File: config.mk
export PLATFORM = sky130hd
export DESIGN_NAME = xyz_seq_driver_flat
export DESIGN_NICKNAME = d
export VERILOG_FILES = /design/src/rtl/xyz_pkg.sv /design/src/rtl/xyz_seq_driver_if.sv /design/src/rtl/xyz_delay_line.sv /design/src/rtl/xyz_seq_driver.sv /design/src/flat_wrapper.sv
export SDC_FILE = /design/constraint.sdc
export NUM_CORES = 1
export LEC_CHECK = 0
export ABC_AREA = 1
export CORE_MARGIN = 3
export CORE_UTILIZATION = 58
export DETAILED_ROUTE_END_ITERATION = 8
export PLACE_DENSITY = 0.82
export SLEW_MARGIN = 20
export SYNTH_ARGS = -nofsm -noshare
export SYNTH_HDL_FRONTEND = slang
export SYNTH_SLANG_ARGS = --single-unit
File: constraint.sdc
create_clock -name i_clk -period 2.2 [get_ports i_clk]
set_input_delay 0.44 -clock i_clk [delete_from_list [all_inputs] [get_ports i_clk]]
set_output_delay 0.44 -clock i_clk [all_outputs]
set_load 0.05 [all_outputs]
File: src/rtl/xyz_pkg.sv
// Shared types for the {z,y,x} sequence driver: pattern triple, FSM states,
// delay-line entry and the idle pattern.
package xyz_pkg;

    typedef struct packed {
        logic z;
        logic y;
        logic x;
    } xyz_t;

    typedef enum logic [1:0] {
        IDLE,
        DRIVE,
        DRAIN,
        DONE
    } xyz_state_e;

    typedef struct packed {
        logic valid;
        xyz_t xyz;
    } xyz_entry_t;

    localparam xyz_t XYZ_IDLE = 3'b010;

endpackage

File: src/rtl/xyz_seq_driver_if.sv
// Stimulus/loopback bundle between the sequence driver and the M3->M2->M1 side.
interface xyz_seq_driver_if;

    logic       i_start;
    logic       o_z;
    logic       o_y;
    logic       o_x;
    logic       i_a;
    logic       i_b;
    logic       i_c;
    logic       o_busy;
    logic       o_done;
    logic [3:0] o_pat_idx;
    logic [7:0] o_err_cnt;

    modport master (
        input  i_start, i_a, i_b, i_c,
        output o_z, o_y, o_x, o_busy, o_done, o_pat_idx, o_err_cnt
    );

    modport slave (
        output i_start, i_a, i_b, i_c,
        input  o_z, o_y, o_x, o_busy, o_done, o_pat_idx, o_err_cnt
    );

endinterface

File: src/rtl/xyz_delay_line.sv
// DEPTH-stage shift register of {valid, expected} entries aligning the driven
// pattern with its loopback; DEPTH=0 is a plain wire.
module xyz_delay_line
    import xyz_pkg::*;
#(
    parameter int unsigned DEPTH = 0
) (
    input  logic       i_clk,
    input  logic       i_rst,
    input  xyz_entry_t i_entry,
    output xyz_entry_t o_entry
);

    generate
        if (DEPTH == 0) begin : g_pass
            logic w_unused_clk_rst;
            assign w_unused_clk_rst = i_clk ^ i_rst;
            assign o_entry = i_entry;
        end else begin : g_sr
            xyz_entry_t r_sr [DEPTH];

            always_ff @(posedge i_clk) begin
                if (i_rst) begin
                    for (int unsigned k = 0; k < DEPTH; k++) begin
                        r_sr[k] <= '0;
                    end
                end else begin
                    r_sr[0] <= i_entry;
                    for (int unsigned k = 1; k < DEPTH; k++) begin
                        r_sr[k] <= r_sr[k-1];
                    end
                end
            end

            assign o_entry = r_sr[DEPTH-1];
        end
    endgenerate

endmodule

File: src/rtl/xyz_seq_driver.sv
// Registered {z,y,x} pattern sequencer with start/done handshake and a
// latency-aligned loopback checker counting mismatches (saturating at 255).
module xyz_seq_driver
    import xyz_pkg::*;
#(
    parameter int unsigned              NUM_PAT     = 8,
    parameter logic [3*NUM_PAT-1:0]     PATTERNS    = 24'hFAC688,
    parameter int unsigned              HOLD_CYCLES = 2,
    parameter int unsigned              LOOP_LAT    = 0,
    parameter xyz_t                     IDLE_PAT    = XYZ_IDLE
) (
    input  logic              i_clk,
    input  logic              i_rst,
    xyz_seq_driver_if.master  bus
);

    localparam logic [47:0] PAT_EXT    = 48'(PATTERNS);
    localparam logic [7:0]  HOLD_LAST  = 8'(HOLD_CYCLES - 1);
    localparam logic [3:0]  IDX_LAST   = 4'(NUM_PAT - 1);
    localparam logic [2:0]  DRAIN_LAST = 3'(LOOP_LAT - 1);

    xyz_state_e r_state;
    logic [7:0] r_hold;
    logic [3:0] r_idx;
    logic [2:0] r_drain;
    xyz_t       r_xyz;
    logic       r_busy;
    logic       r_done;
    logic [7:0] r_err;

    xyz_t       w_pat_tab [16];
    xyz_entry_t w_push;
    xyz_entry_t w_emerge;
    xyz_t       w_loop;
    logic       w_miss;

    // Full 16-entry table so the 4-bit index never leaves the array.
    always_comb begin
        for (int unsigned k = 0; k < 16; k++) begin
            w_pat_tab[k] = PAT_EXT[3*k +: 3];
        end
    end

    assign w_push = '{valid: (r_state == DRIVE), xyz: r_xyz};
    assign w_loop = '{z: bus.i_a, y: bus.i_b, x: bus.i_c};
    assign w_miss = w_emerge.valid && (w_emerge.xyz != w_loop);

    xyz_delay_line #(
        .DEPTH (LOOP_LAT)
    ) u_dly (
        .i_clk   (i_clk),
        .i_rst   (i_rst),
        .i_entry (w_push),
        .o_entry (w_emerge)
    );

    always_ff @(posedge i_clk) begin
        if (i_rst) begin
            r_state <= IDLE;
            r_hold  <= '0;
            r_idx   <= '0;
            r_drain <= '0;
            r_xyz   <= IDLE_PAT;
            r_busy  <= 1'b0;
            r_done  <= 1'b0;
            r_err   <= '0;
        end else begin
            if (w_miss && (r_err != '1)) begin
                r_err <= r_err + 8'd1;
            end
            case (r_state)
                IDLE: begin
                    if (bus.i_start) begin
                        r_state <= DRIVE;
                        r_hold  <= '0;
                        r_idx   <= '0;
                        r_xyz   <= w_pat_tab[0];
                        r_busy  <= 1'b1;
                        r_err   <= '0;
                    end
                end
                DRIVE: begin
                    if (r_hold == HOLD_LAST) begin
                        r_hold <= '0;
                        if (r_idx == IDX_LAST) begin
                            r_idx <= '0;
                            r_xyz <= IDLE_PAT;
                            if (LOOP_LAT > 0) begin
                                r_state <= DRAIN;
                                r_drain <= '0;
                            end else begin
                                r_state <= DONE;
                                r_busy  <= 1'b0;
                                r_done  <= 1'b1;
                            end
                        end else begin
                            r_idx <= r_idx + 4'd1;
                            r_xyz <= w_pat_tab[r_idx + 4'd1];
                        end
                    end else begin
                        r_hold <= r_hold + 8'd1;
                    end
                end
                DRAIN: begin
                    if (r_drain == DRAIN_LAST) begin
                        r_state <= DONE;
                        r_busy  <= 1'b0;
                        r_done  <= 1'b1;
                    end else begin
                        r_drain <= r_drain + 3'd1;
                    end
                end
                DONE: begin
                    r_done  <= 1'b0;
                    r_state <= IDLE;
                end
                default: r_state <= IDLE;
            endcase
        end
    end

    assign bus.o_z       = r_xyz.z;
    assign bus.o_y       = r_xyz.y;
    assign bus.o_x       = r_xyz.x;
    assign bus.o_busy    = r_busy;
    assign bus.o_done    = r_done;
    assign bus.o_pat_idx = r_idx;
    assign bus.o_err_cnt = r_err;

endmodule

File: src/flat_wrapper.sv
// flat-port wrapper written by rule: the top's interface ports become plain ports
module xyz_seq_driver_flat import xyz_pkg::*;
#(
    parameter int unsigned              NUM_PAT     = 8,
    parameter logic [3*NUM_PAT-1:0]     PATTERNS    = 24'hFAC688,
    parameter int unsigned              HOLD_CYCLES = 2,
    parameter int unsigned              LOOP_LAT    = 0,
    parameter xyz_t                     IDLE_PAT    = XYZ_IDLE
)
  (i_clk, i_rst, bus_i_start, bus_i_a, bus_i_b, bus_i_c, bus_o_z, bus_o_y, bus_o_x, bus_o_busy, bus_o_done, bus_o_pat_idx, bus_o_err_cnt);
  xyz_seq_driver_if bus_i ();
  input  logic i_clk;
  input  logic i_rst;
  input wire logic [$bits(bus_i.i_start)-1:0] bus_i_start;
  input wire logic [$bits(bus_i.i_a)-1:0] bus_i_a;
  input wire logic [$bits(bus_i.i_b)-1:0] bus_i_b;
  input wire logic [$bits(bus_i.i_c)-1:0] bus_i_c;
  output wire logic [$bits(bus_i.o_z)-1:0] bus_o_z;
  output wire logic [$bits(bus_i.o_y)-1:0] bus_o_y;
  output wire logic [$bits(bus_i.o_x)-1:0] bus_o_x;
  output wire logic [$bits(bus_i.o_busy)-1:0] bus_o_busy;
  output wire logic [$bits(bus_i.o_done)-1:0] bus_o_done;
  output wire logic [$bits(bus_i.o_pat_idx)-1:0] bus_o_pat_idx;
  output wire logic [$bits(bus_i.o_err_cnt)-1:0] bus_o_err_cnt;
  assign bus_i.i_start = bus_i_start;
  assign bus_i.i_a = bus_i_a;
  assign bus_i.i_b = bus_i_b;
  assign bus_i.i_c = bus_i_c;
  assign bus_o_z = bus_i.o_z;
  assign bus_o_y = bus_i.o_y;
  assign bus_o_x = bus_i.o_x;
  assign bus_o_busy = bus_i.o_busy;
  assign bus_o_done = bus_i.o_done;
  assign bus_o_pat_idx = bus_i.o_pat_idx;
  assign bus_o_err_cnt = bus_i.o_err_cnt;
  xyz_seq_driver #(.NUM_PAT(NUM_PAT), .PATTERNS(PATTERNS), .HOLD_CYCLES(HOLD_CYCLES), .LOOP_LAT(LOOP_LAT), .IDLE_PAT(IDLE_PAT)) u_core (.i_clk(i_clk), .i_rst(i_rst), .bus(bus_i));
endmodule
== Word-level counts from Yosys, hierarchy flattened ==
Memory sizes are Yosys's and may differ from the RTL's.
Cells that the tools add are included.
Storage, ports and cells
  output and inout bits: 17
  register bits: 30
  memory bits (read-only): 48
  input port bits: 6
  memories: 1
Memories
  (no name shown): words 16, bits a word 3, rd ports 1, clocked after Yosys merged registers in 0, write ports 0, RTL line xyz_seq_driver.sv:98  | r_xyz <= w_pat_tab[r_idx + 4'd1];
Cells by class
  eq/ne operators: 12
  $add $sub $neg: 4
  multiplexer cells: 30
  reduce and logical (&&, ||, !) cells: 12
  magnitude comparators: 1
  bitwise gates (word level): 2
Operators by type and width (count)
  $mux W8: 5
  $add A8 B1 Y8 const B: 2
  $pmux W8 S2: 1
  $mux W3: 5
  $mux W4: 3
  $eq A8 B1 Y1 const B: 1
  $mux W2: 4
  $ne A8 B8 Y1 const B: 1
  $pmux W2 S4: 1
  $pmux W4 S2: 1
  $reduce_and A4 Y1: 2
  $mux W1: 7
  $ne A2 B2 Y1 const B: 3
  $pmux W1 S3: 2
  $pmux W3 S2: 1
  $reduce_bool A3 Y1: 2
  $ge A5 B5 Y1 const B: 1
  $not A4 Y5: 1
  $reduce_and A5 Y1: 1
  $add A4 B1 Y4 const B: 1
  $eq A2 B2 Y1 const B: 2
  $eq A4 B3 Y1 const B: 1
  $reduce_and A2 Y1: 2
  $add A3 B1 Y3 const B: 1
  9 further kinds: 10

== Longest topological paths before layout ==
Gate-level depths: netlist (run 1).
  word-level depth: 8
  gate-level depth with buffers: 11
  depth with buffers taken out: 11

== By module ==
A second synthesis (run 1) with hierarchy kept.
Second synthesis, totals
  cell total of the unflattened synthesis: 269
  area total of the unflattened synthesis: 1820.5 µm²
By module, submodules not included
  xyz_seq_driver: times used 1, seq. area each 600.6 µm², area an instance 1790.5 µm², cells each 265
  xyz_delay_line: times used 1, seq. area each 0.0 µm², area an instance 30.0 µm², cells each 4

== Worst setup path before layout (run 1) ==
OpenSTA, ideal clock, no wires.
  path kind: reg-to-reg
  start: register u_core.r_err[0] (netlist: u_core.bus.o_err_cnt[0])
  end: register u_core.r_err[5] (netlist: u_core.bus.o_err_cnt[5])
  arrival: 1.648 ns
  cell stages (with the launch flop): 11
  path buffers: 0
  library setup time: 0.113 ns
  data required time: 2.087 ns
  path slack: 0.439 ns
  path through: dfxtp_1 -> ha_1 -> nand2_1 -> nor2_1 -> nand2_1 -> nand2_1 -> inv_1 -> nand3_1 -> nand2_1 -> nand2_1 -> nor2_1
On the way
  cells in the longest elaborated chain, start to end: 5
  elaborated cells between the ends (all ways): 6
  those cells by class: 1 x add/sub; 1 x eq/ne; 3 x mux; 1 x reduce/logical
RTL lines
  start: declaration: RTL line xyz_seq_driver.sv:29  | logic [7:0] r_err;
  start signal: assignment: RTL line xyz_seq_driver.sv:69  | r_err <= r_err + 8'd1;
  parallel branches: the longest is 2 deep, another holds $add A8 B1 Y8
  $mux W8 (*): RTL line xyz_seq_driver.sv:68  | if (w_miss && (r_err != '1)) begin
  $mux W8: RTL line xyz_seq_driver.sv:73  | if (bus.i_start) begin
  $mux W8 (*): RTL line xyz_seq_driver.sv:71  | case (r_state)
Every way passes the cells marked *.
A chain may end at the register's enable or synchronous reset.

== Final worst setup path (run 1) ==
  start: register u_core.r_err[4] (netlist: u_core.bus.o_err_cnt[4])
  end: output port bus_o_err_cnt[4]
RTL lines
  end: declaration: RTL line flat_wrapper.sv:24  | output wire logic [$bits(bus_i.o_err_cnt)-1:0] bus_o_err_cnt;
No word-level cell between the ends.

==> summary.md, run 1 <==
• **Clock Skew** 0.00596 ns
• **tightest slew margin relative to the limit** 66.5%
• **combined global-route utilization of all metal layers** 21.8%
• **endpoint class of the critical path** output pin
• **insertion delay of the later-clocked pin in the worst-skew pair** 0.33 ns
• **shortest clock period the worst path allows after layout** 2.03 ns
• **unrepaired setup endpoints after global routing** false
• **Worst Hold End** u_core.bus.o_done$_SDFFE_PP0P_
• **switching component of the power** 881 uW
• **Sw Ratio** 44.5%
• **critical register-to-register path endpoint** u_core.bus.o_pat_idx[3]$_SDFFE_PP0P_
• **Final Net Count** 293
• **delay contributed by the slowest stage of the critical path** 0.84 ns
• **utilization after layout** 76.5%
• **Max Buffers Root-to-Sink** 2
• **number of buffers added for setup after CTS** 0
• **required time of the worst setup path** 1.76 ns
• **area taken by multi-input logic gates** 910 sq um
• **die height** 59.5 microns
• **net count after synthesis** 264
• **Most used DFF post-synth** sky130_fd_sc_hd__dfxtp_1
• **cell count of the worst reg-to-reg path** 7
• **Die Span X** 59.5 microns
• **xor-xnor portion of the synthesized cell area** 3.70%
• **hold path depth** 2
• **effective utilization at floorplan** 64.0%
• **type of the worst setup path** flip-flop to output pin
• **port bufs** 22
• **multiplexer fraction of the synthesized cell area** 0%
• **Internal Power** 1.10 mW
• **most frequent cells after synthesis** 63 x sky130_fd_sc_hd__nand2_1, 41 x sky130_fd_sc_hd__nor2_1, 36 x sky130_fd_sc_hd__inv_1
• **simple-gate share of the synthesized area** 35.8%
• **startpoint type of the worst setup path** flip-flop
• **maximum ir drop on the vdd rail** 0.000942 V
• **count of hold-fix buffers inserted at cts** 0
• **final design area excluding fillers** 1980 sq um
• **Routed WL per cell** 10.4 microns
• **CP max stage cell** sky130_fd_sc_hd__clkdlybuf4s50_1
• **Syn-to-layout area delta** 19.5%
• **clock transition time at the flip-flop clock pins of the worst setup and hold paths** 0.09 ns
• **HPWL after DPL** 2.38 mm
• **synthesis-stage register bit count** 30
• **Yosys warning total** 0
• **area after detailed placement** 1920 sq um
• **fraction of synthesis flops using an asynchronous set or reset pin** 0%
• **master cell of the clock root buffer** sky130_fd_sc_hd__clkbuf_4
• **DRC** 0
• **fill cell total of the finished layout** 213
• **count of pins over their slew limit** 0
• **cell area after synthesis** 1660 sq um
• **number of setup violations in the final report** 0
• **achievable clock frequency** 492 MHz
• **I/O pin cnt** 23
• **number of nets still failing antenna checks after routing** 0
• **std cell rows** 18
• **Core Region** 2590 sq um
• **worst min-delay path category** flip-flop to flip-flop
• **family with the most delay on the worst path** buffers and inverters
• **Worst Tran Pin Value** 0.501 ns
• **CTS tree** yes
• **Crit path arrival time** 1.59 ns
• **fraction of post-synthesis cell area in the top cell type by area** 36.2%
• **largest fanout on the critical path** 5
• **Yosys cell types** 20
• **area share of fa/ha/maj cells after synthesis** 8.30%
• **cell taking the most area after synthesis** sky130_fd_sc_hd__dfxtp_1
• **Routability Congestion** 0.871
• **number of instances in the synthesized netlist** 247
• **largest family of logic cells by synthesized area** simple AND/OR/NAND/NOR gates
• **critical path buffer and inverter count** 1
• **Compound-Gate Fraction of Synth Area** 7.02%
• **Setup TNS** 0 ns
• **Detail Route met2 WL** 1.32 mm
• **run status** finished, final reports clean
• **share of synthesized area occupied by flip-flops and latches** 36.2%
• **cts bufs inserted** 5
• **combinational share of power** 45.1%
• **antenna violations before repair** 0
• **n_diodes** 0
• **vias per std cell** 5.06
• **1st-iter DRT viols** 90
• **total congestion overflow after global routing** 0
• **overall routed net length** 3.20 mm
• **storage element area** 601 sq um
• **maximum number of pins on one net before global-route repair** 11
• **fraction of layout instances using a drive strength above 1** 6.14%
• **H-Tree Level Count** 2
• **Final Cycle Share** 92.4%
• **TritonRoute pass-1 iters** 4
• **met3 wire len** 112 microns
• **post-cts sizing count** 0
• **global-route wire length before repair** 6.02 mm
• **Maximum Capacitance Violations** 0
• **vias after detailed routing** 1554
• **biggest area contributors in the synthesized netlist** sky130_fd_sc_hd__dfxtp_1 36%, sky130_fd_sc_hd__nand2_1 14%, sky130_fd_sc_hd__nor2_1 9.3%
• **Final Hold Viols** 0
• **share of total power in the clock network** 17.6%
• **total power density per cell area** 998 nW/um^2
• **area of the die** 3540 sq um
• **number of flops mapped to enable cells by yosys** 0
• **met1 wire length** 1.73 mm
• **most common cell in the netlist** sky130_fd_sc_hd__nand2_1
• **number of sinks handled by clock tree synthesis** 30
• **via count of the first global-routing pass** 1427
• **startpoint of the lowest-slack register-to-register path** u_core.r_state[1]$_SDFFE_PP0P_
• **power share of the sequential group** 37.3%
• **Hold Startpoint** u_core.bus.o_done$_SDFFE_PP0P_
• **highest metal layer with signal wires** met4
• **Post-Syn Area per Cell** 6.71 sq um
• **reg2reg setup slack** 0.47 ns
• **Crit path depth** 1
• **critical-path cell list** clkdlybuf4s50_1
• **static leakage** 0.911 nW
==> layout make-up <==
cell class	instances	share of cell area, %
Inverter	37	7.01
Timing Repair Buffer	24	11.9
Multi-Input combinational cell	178	45.9
Tap cell	30	1.89
Clock buffer	7	2.78
Sequential cell	30	30.3
Clock inverter	1	0.253
==> registers in the layout, summed over array words and instances, names as in the netlist <==
| signal | count |
|---|---|
| u_core.bus.o_pat_idx | 4 |
| u_core.bus.o_done | 1 |
| u_core.bus.o_x | 1 |
| u_core.bus.o_err_cnt | 8 |
| u_core.r_hold | 8 |
| u_core.r_drain | 3 |
| u_core.r_state | 2 |
| u_core.bus.o_busy | 1 |
| u_core.bus.o_z | 1 |
| u_core.bus.o_y | 1 |
==> cells by family (layout without fill, tap and decap cells) <==
kind of cell	Yosys count	count (layout)
buf+inv	39	69
flops	30	30
compound gates	21	21
simple gates	139	139
fa+ha+maj	11	11
xor+xnor	7	7
==> stage by stage <==
| step | hold slack [ns] | setup WS, ns | total power [mW] | cells |
|---|---|---|---|---|
| global route | 0.523 | 0.119 | 2.16 | 307 |
| floorplan | 0.469 | 0.439 | 1.40 | 247 |
| detailed placement | 0.466 | 0.289 | 1.64 | 299 |
| CTS | 0.492 | 0.155 | 1.99 | 307 |
| global placement | 0.467 | 0.293 | 1.63 | 299 |
| finish | 0.487 | 0.167 | 1.98 | 307 |
==> how the worst max path moves through the flow <==
stage	slack, ns	end	startpoint
after global routing	0.12	bus_o_err_cnt[4]	u_core.bus.o_err_cnt[4]$_SDFF_PP0_
after CTS	0.15	bus_o_err_cnt[4]	u_core.bus.o_err_cnt[4]$_SDFF_PP0_
after global placement	0.29	u_core.bus.o_err_cnt[1]$_SDFF_PP0_	bus_i_b
after detailed placement	0.29	u_core.bus.o_err_cnt[1]$_SDFF_PP0_	bus_i_b
after floorplan	0.44	u_core.bus.o_err_cnt[5]$_SDFF_PP0_	u_core.bus.o_err_cnt[0]$_SDFF_PP0_
final	0.17	bus_o_err_cnt[4]	u_core.bus.o_err_cnt[4]$_SDFF_PP0_
==> layout by cell type (no fill, tap or decap), types with 3 or more instances in the layout <==
master	count
sky130_fd_sc_hd__a21oi_1	9
sky130_fd_sc_hd__clkbuf_4	5
sky130_fd_sc_hd__clkdlybuf4s50_1	22
sky130_fd_sc_hd__dfxtp_1	30
sky130_fd_sc_hd__ha_1	11
sky130_fd_sc_hd__inv_1	36
sky130_fd_sc_hd__nand2_1	63
sky130_fd_sc_hd__nand2_2	4
sky130_fd_sc_hd__nand3_1	16
sky130_fd_sc_hd__nand4_1	8
sky130_fd_sc_hd__nor2_1	41
sky130_fd_sc_hd__nor3_1	3
sky130_fd_sc_hd__o21ai_0	11
sky130_fd_sc_hd__xor2_1	6
==> tightest hold or removal path, stage by stage, from the launching register on <==
cell and delay [ns]:
sky130_fd_sc_hd__dfxtp_1 0.35, sky130_fd_sc_hd__a21oi_1 0.04, sky130_fd_sc_hd__nor2_1 0.07
==> metal layers <==
| layer | vias to the layer above | track usage [%] |
|---|---|---|
| met1 | 695 | 31.2 |
| met4 | 0 | 7.12 |
| met3 | 6 | 5.88 |
| met5 | - | 0 |
| li1 | 830 | - |
| met2 | 23 | 31.5 |
==> power by group through the flow <==
stage               combinational, mW  sequential, mW  clock (mW)
detailed placement              0.889           0.748           0
floorplan                       0.496           0.906           0
global route                     1.02           0.754       0.387
global placement                0.885           0.750           0
finish                          0.892           0.737       0.349
CTS                             0.894           0.738       0.360
No activity file was read; power rests on OpenSTA's default activity.
==> run 2, diff against run 1 <==
--- a/config.mk
+++ b/config.mk
@@ -5,7 +5,6 @@
 export SDC_FILE = /design/constraint.sdc
 export NUM_CORES = 1
 export LEC_CHECK = 0
-export ABC_AREA = 1
 export CORE_MARGIN = 3
 export CORE_UTILIZATION = 58
 export DETAILED_ROUTE_END_ITERATION = 8
==> summary.md, run 2 <==
• **startpoint of the worst setup timing path** u_core.bus.o_pat_idx[2]$_SDFFE_PP0P_
• **Internal Power** 1.06 mW
• **number of instances in the synthesized netlist** 194
• **net count after synthesis** 211
• **reg2reg setup slack** 0.24 ns
• **global-route wire length before repair** 6.77 mm
• **number of nets still failing antenna checks after routing** 0
• **n_diodes** 0
• **vias after detailed routing** 1602
• **Crit path depth** 1
• **Yosys warning total** 0
• **TritonRoute pass-1 iters** 4
• **synthesis-stage register bit count** 30
• **fraction of post-synthesis cell area in the top cell type by area** 35.8%
• **endpoint class of the critical path** output pin
• **Hold Startpoint** u_core.bus.o_done$_SDFFE_PP0P_
• **fraction of layout instances using a drive strength above 1** 8.07%
• **Syn-to-layout area delta** 19.0%
• **CP max stage cell** sky130_fd_sc_hd__clkdlybuf4s50_1
• **power share of the sequential group** 36.9%
• **most frequent cells after synthesis** 30 x sky130_fd_sc_hd__dfxtp_1, 18 x sky130_fd_sc_hd__nand2_1, 16 x sky130_fd_sc_hd__a21oi_1
• **vias per std cell** 6.33
• **Final Net Count** 240
• **effective utilization at floorplan** 64.1%
• **number of flops mapped to enable cells by yosys** 0
• **Sw Ratio** 42.9%
• **Max Buffers Root-to-Sink** 2
• **Final Cycle Share** 96.4%
• **largest fanout on the critical path** 9
• **Worst Hold End** u_core.bus.o_done$_SDFFE_PP0P_
• **worst min-delay path category** flip-flop to flip-flop
• **cell taking the most area after synthesis** sky130_fd_sc_hd__dfxtp_1
• **CTS tree** yes
• **startpoint of the lowest-slack register-to-register path** u_core.r_state[1]$_SDFFE_PP0P_
• **port bufs** 22
• **total power density per cell area** 930 nW/um^2
• **Setup TNS** 0 ns
• **hold path depth** 2
• **maximum number of pins on one net before global-route repair** 17
• **die height** 59.7 microns
• **leading cell types in the layout, fill and taps excluded** 30 x sky130_fd_sc_hd__dfxtp_1, 22 x sky130_fd_sc_hd__clkdlybuf4s50_1, 18 x sky130_fd_sc_hd__nand2_1
• **area of the die** 3570 sq um
• **run status** finished, final reports clean
• **tightest slew margin relative to the limit** 66.4%
• **Routability Congestion** 0.868
• **combinational share of power** 47.1%
• **HPWL after DPL** 2.91 mm
• **cell count of the worst reg-to-reg path** 6
• **share of total power in the clock network** 16.0%
• **cell area after synthesis** 1680 sq um
• **critical path buffer and inverter count** 1
• **maximum ir drop on the vdd rail** 0.000802 V
• **critical register-to-register path endpoint** u_core.bus.o_err_cnt[4]$_SDFF_PP0_
• **Yosys cell types** 43
• **share of synthesized area occupied by flip-flops and latches** 35.8%
• **H-Tree Level Count** 2
• **I/O pin cnt** 23
• **clock transition time at the flip-flop clock pins of the worst setup and hold paths** 0.09 ns
• **biggest area contributors in the synthesized netlist** sky130_fd_sc_hd__dfxtp_1 36%, sky130_fd_sc_hd__ha_1 8.2%, sky130_fd_sc_hd__a21oi_1 4.8%
• **Die Span X** 59.7 microns
• **required time of the worst setup path** 1.76 ns
• **minimum setup slack after placement** 0.164 ns
• **via count of the first global-routing pass** 1505
• **achievable clock frequency** 471 MHz
• **most common cell in the netlist** sky130_fd_sc_hd__dfxtp_1
• **Clock Skew** 0.0148 ns
• **setup slack after layout** 0.0784 ns
• **number of sinks handled by clock tree synthesis** 30
• **total congestion overflow after global routing** 0
• **cts bufs inserted** 5
• **antenna violations before repair** 0
• **critical-path cell list** clkdlybuf4s50_1
• **number of setup violations in the final report** 0
• **shortest clock period the worst path allows after layout** 2.12 ns
• **Core Region** 2610 sq um
• **Final Hold Viols** 0
• **combined global-route utilization of all metal layers** 24.8%
• **overall routed net length** 3.91 mm
• **family with the most delay on the worst path** buffers and inverters
• **delay contributed by the slowest stage of the critical path** 0.86 ns
• **1st-iter DRT viols** 96
• **Post-Syn Area per Cell** 8.64 sq um
• **commonest non-fill, non-tap cell in the layout** sky130_fd_sc_hd__dfxtp_1
• **type of the worst setup path** flip-flop to output pin
• **count of pins over their slew limit** 0
• **Worst Tran Pin Value** 0.502 ns
• **std cell rows** 18
• **count of hold-fix buffers inserted at cts** 0
• **Routed WL per cell** 15.5 microns
• **master cell of the clock root buffer** sky130_fd_sc_hd__clkbuf_4
• **unrepaired setup endpoints after global routing** false
• **post-cts sizing count** 0
• **insertion delay of the later-clocked pin in the worst-skew pair** 0.33 ns
• **number of buffers added for setup after CTS** 0
• **switching component of the power** 795 uW
• **Maximum Capacitance Violations** 0
• **startpoint type of the worst setup path** flip-flop
• **static leakage** 0.723 nW
• **Most used DFF post-synth** sky130_fd_sc_hd__dfxtp_1
• **Crit path arrival time** 1.68 ns
• **fraction of synthesis flops using an asynchronous set or reset pin** 0%
• **DRC** 0
[run 2: cell type report]
type                            instances  area, sq um
Clock buffer                            7         45.0
Fill cell                             213          619
Inverter                               10         37.5
Multi-Input combinational cell        150         1020
Sequential cell                        30          601
Tap cell                               30         37.5
Timing Repair Buffer                   26          250
[run 2: cell families (layout without fill, tap and decap cells)]
family	after synthesis	count (layout)	share of synthesized area [%]
AO/OA/AOI/OAI	50	50	19.2
adder cells (fa/ha/maj)	11	11	8.21
AND/OR/NAND/NOR	73	73	24.7
multiplexers	6	6	3.66
buffers and inverters	14	43	3.14
flip-flops	30	30	35.8
XOR/XNOR	10	10	5.23
[run 2: per-layer routing]
| metal | wire length [microns] | up-vias | track usage [%] | share of wire, % |
|---|---|---|---|---|
| li1 | - | 784 | - | - |
| met1 | 1800 | 752 | 34.6 | 46 |
| met2 | 1800 | 57 | 37.5 | 46 |
| met3 | 239 | 9 | 5.40 | 6.1 |
| met4 | 74 | 0 | 8.86 | 1.9 |
| met5 | 0 | - | 0 | 0 |
[run 2: how the worst max path moves through the flow]
| stage | to | slack, ns |
|---|---|---|
| final | bus_o_pat_idx[2] | 0.08 |
| after global routing | bus_o_pat_idx[2] | 0.02 |
| after CTS | bus_o_pat_idx[2] | 0.08 |
| after detailed placement | u_core.bus.o_err_cnt[4]$_SDFF_PP0_ | 0.16 |
| after global placement | u_core.bus.o_err_cnt[4]$_SDFF_PP0_ | 0.21 |
| after floorplan | u_core.bus.o_busy$_SDFFE_PP0P_ | 0.27 |
[run 2: per-stage QoR]
step	utilization [%]	power [mW]	hold slack, ns	instance area (sq um)	instances
final	76.3	1.85	0.474	1990	253
after global routing	76.3	1.99	0.506	1990	253
after CTS	76.3	1.85	0.478	1990	253
after detailed placement	74.6	1.55	0.468	1950	246
after global placement	74.6	1.51	0.460	1950	246
after floorplan	-	1.30	0.462	1680	194
[run 2: power groups by stage]
stage               clock network, mW  registers, mW  logic, mW
finish                          0.296          0.684      0.874
global route                    0.328          0.695      0.968
CTS                             0.301          0.683      0.865
detailed placement                  0          0.695      0.856
global placement                    0          0.686      0.825
floorplan                           0          0.792      0.509
==> run 3, diff against run 2 <==
--- a/config.mk
+++ b/config.mk
@@ -5,7 +5,6 @@
 export SDC_FILE = /design/constraint.sdc
 export NUM_CORES = 1
 export LEC_CHECK = 0
-export CORE_MARGIN = 3
 export CORE_UTILIZATION = 58
 export DETAILED_ROUTE_END_ITERATION = 8
 export PLACE_DENSITY = 0.82
==> summary.md, run 3 (synthesized netlist as in run 2, its figures left out) <==
• **Routed WL per cell** 15.1 microns
• **Final Net Count** 242
• **startpoint type of the worst setup path** flip-flop
• **Die Span X** 55.7 microns
• **Worst Tran Pin Value** 0.532 ns
• **family with the most delay on the worst path** buffers and inverters
• **reg2reg setup slack** 0.21 ns
• **storage element area** 601 sq um
• **fraction of layout instances using a drive strength above 1** 9.73%
• **CP max stage cell** sky130_fd_sc_hd__clkdlybuf4s50_1
• **clock transition time at the flip-flop clock pins of the worst setup and hold paths** 0.10 ns
• **DRC** 0
• **Core Region** 2760 sq um
• **commonest non-fill, non-tap cell in the layout** sky130_fd_sc_hd__dfxtp_1
• **1st-iter DRT viols** 45
• **Syn-to-layout area delta** 20.8%
• **TritonRoute pass-1 iters** 4
• **area of the die** 3110 sq um
• **number of sinks handled by clock tree synthesis** 30
• **global-route wire length before repair** 6.57 mm
• **delay contributed by the slowest stage of the critical path** 0.86 ns
• **required time of the worst setup path** 1.76 ns
• **std cell rows** 19
• **die height** 55.7 microns
• **area taken by multi-input logic gates** 1020 sq um
• **via count of the first global-routing pass** 1529
• **Max Buffers Root-to-Sink** 2
• **vias after detailed routing** 1589
• **maximum ir drop on the vdd rail** 0.00109 V
• **HPWL after DPL** 2.97 mm
• **endpoint class of the critical path** output pin
• **startpoint of the worst setup timing path** u_core.bus.o_pat_idx[2]$_SDFFE_PP0P_
• **number of nets still failing antenna checks after routing** 0
• **count of pins over their slew limit** 0
• **Routability Congestion** 0.849
• **I/O pin cnt** 23
• **antenna violations before repair** 0
• **achievable clock frequency** 472 MHz
• **H-Tree Level Count** 2
• **Hold Startpoint** u_core.bus.o_done$_SDFFE_PP0P_
• **startpoint of the lowest-slack register-to-register path** u_core.r_hold[0]$_SDFFE_PP0P_
• **total power density per cell area** 951 nW/um^2
• **Clock Skew** 0.0125 ns
• **static leakage** 0.742 nW
• **critical-path cell list** clkdlybuf4s50_1
• **leading cell types in the layout, fill and taps excluded** 30 x sky130_fd_sc_hd__dfxtp_1, 22 x sky130_fd_sc_hd__clkdlybuf4s50_1, 18 x sky130_fd_sc_hd__nand2_1
• **post-cts sizing count** 0
• **effective utilization at floorplan** 60.8%
• **insertion delay of the later-clocked pin in the worst-skew pair** 0.33 ns
• **Final Cycle Share** 96.3%
• **cts bufs inserted** 5
• **combined global-route utilization of all metal layers** 26.3%
• **maximum number of pins on one net before global-route repair** 10
• **Cell Count Post-Placement** 249
• **Setup TNS** 0 ns
• **shortest clock period the worst path allows after layout** 2.12 ns
• **master cell of the clock root buffer** sky130_fd_sc_hd__clkbuf_4
• **port bufs** 22
• **number of setup violations in the final report** 0
• **n_diodes** 0
• **total congestion overflow after global routing** 0
• **Crit path arrival time** 1.68 ns
• **count of hold-fix buffers inserted at cts** 0
• **tightest slew margin relative to the limit** 64.5%
• **type of the worst setup path** flip-flop to output pin
• **area after detailed placement** 1960 sq um
• **vias per std cell** 6.18
• **Final Hold Viols** 0
• **largest fanout on the critical path** 9
• **run status** finished, final reports clean
• **final design area excluding fillers** 2020 sq um
• **fill cell total of the finished layout** 225
• **unrepaired setup endpoints after global routing** false
• **worst min-delay path category** flip-flop to flip-flop
• **number of buffers added for setup after CTS** 0
• **final cell count without fillers** 257
• **critical path buffer and inverter count** 1
• **CTS tree** yes
• **overall routed net length** 3.88 mm
• **Maximum Capacitance Violations** 0
==> run 3: stage by stage <==
step                total power, mW  hold slack, ns  utilization (%)  setup WS, ns
global placement               1.53           0.459             71.2         0.176
finish                         1.92           0.474             73.4        0.0804
CTS                            1.92           0.476             73.4        0.0854
global route                   2.04           0.507             73.4        0.0452
detailed placement             1.57           0.462             71.2         0.138
floorplan                      1.30           0.462                -         0.267
==> run 3: worst paths after layout <==
| check | to | cells after the start |
|---|---|---|
| setup / recovery | bus_o_pat_idx[2] | 1 |
| hold / removal | u_core.bus.o_done$_SDFFE_PP0P_ | 2 |
| setup reg to reg | u_core.bus.o_busy$_SDFFE_PP0P_ | 5 |
| hold reg to reg | u_core.bus.o_done$_SDFFE_PP0P_ | 2 |
==> run 3: final cells by class <==
class                   instances  area share [%]
flip-flops and latches         30            29.7
multi-input cells             150            50.5
repair buffers                 28            13.1
well taps                      31            1.92
clock buffers                   7            2.72
inverters                      10            1.85
clock inverters                 1           0.247
==> run 3: where the power goes <==
part / leakage, nW / switching, mW / internal, mW
Combinational: 0.463 / 0.561 / 0.338
Sequential: 0.243 / 0.0675 / 0.613
Clock: 0.0353 / 0.190 / 0.155
Total: 0.742 / 0.818 / 1.11
==> run 3: metal layers <==
| layer | vias to the layer above | part of all wire, % | global-route usage, % |
|---|---|---|---|
| li1 | 780 | - | - |
| met1 | 760 | 46 | 32.5 |
| met2 | 44 | 48 | 44.8 |
| met3 | 5 | 4.4 | 6.28 |
| met4 | 0 | 0.77 | 9.29 |
| met5 | - | 0 | 0 |
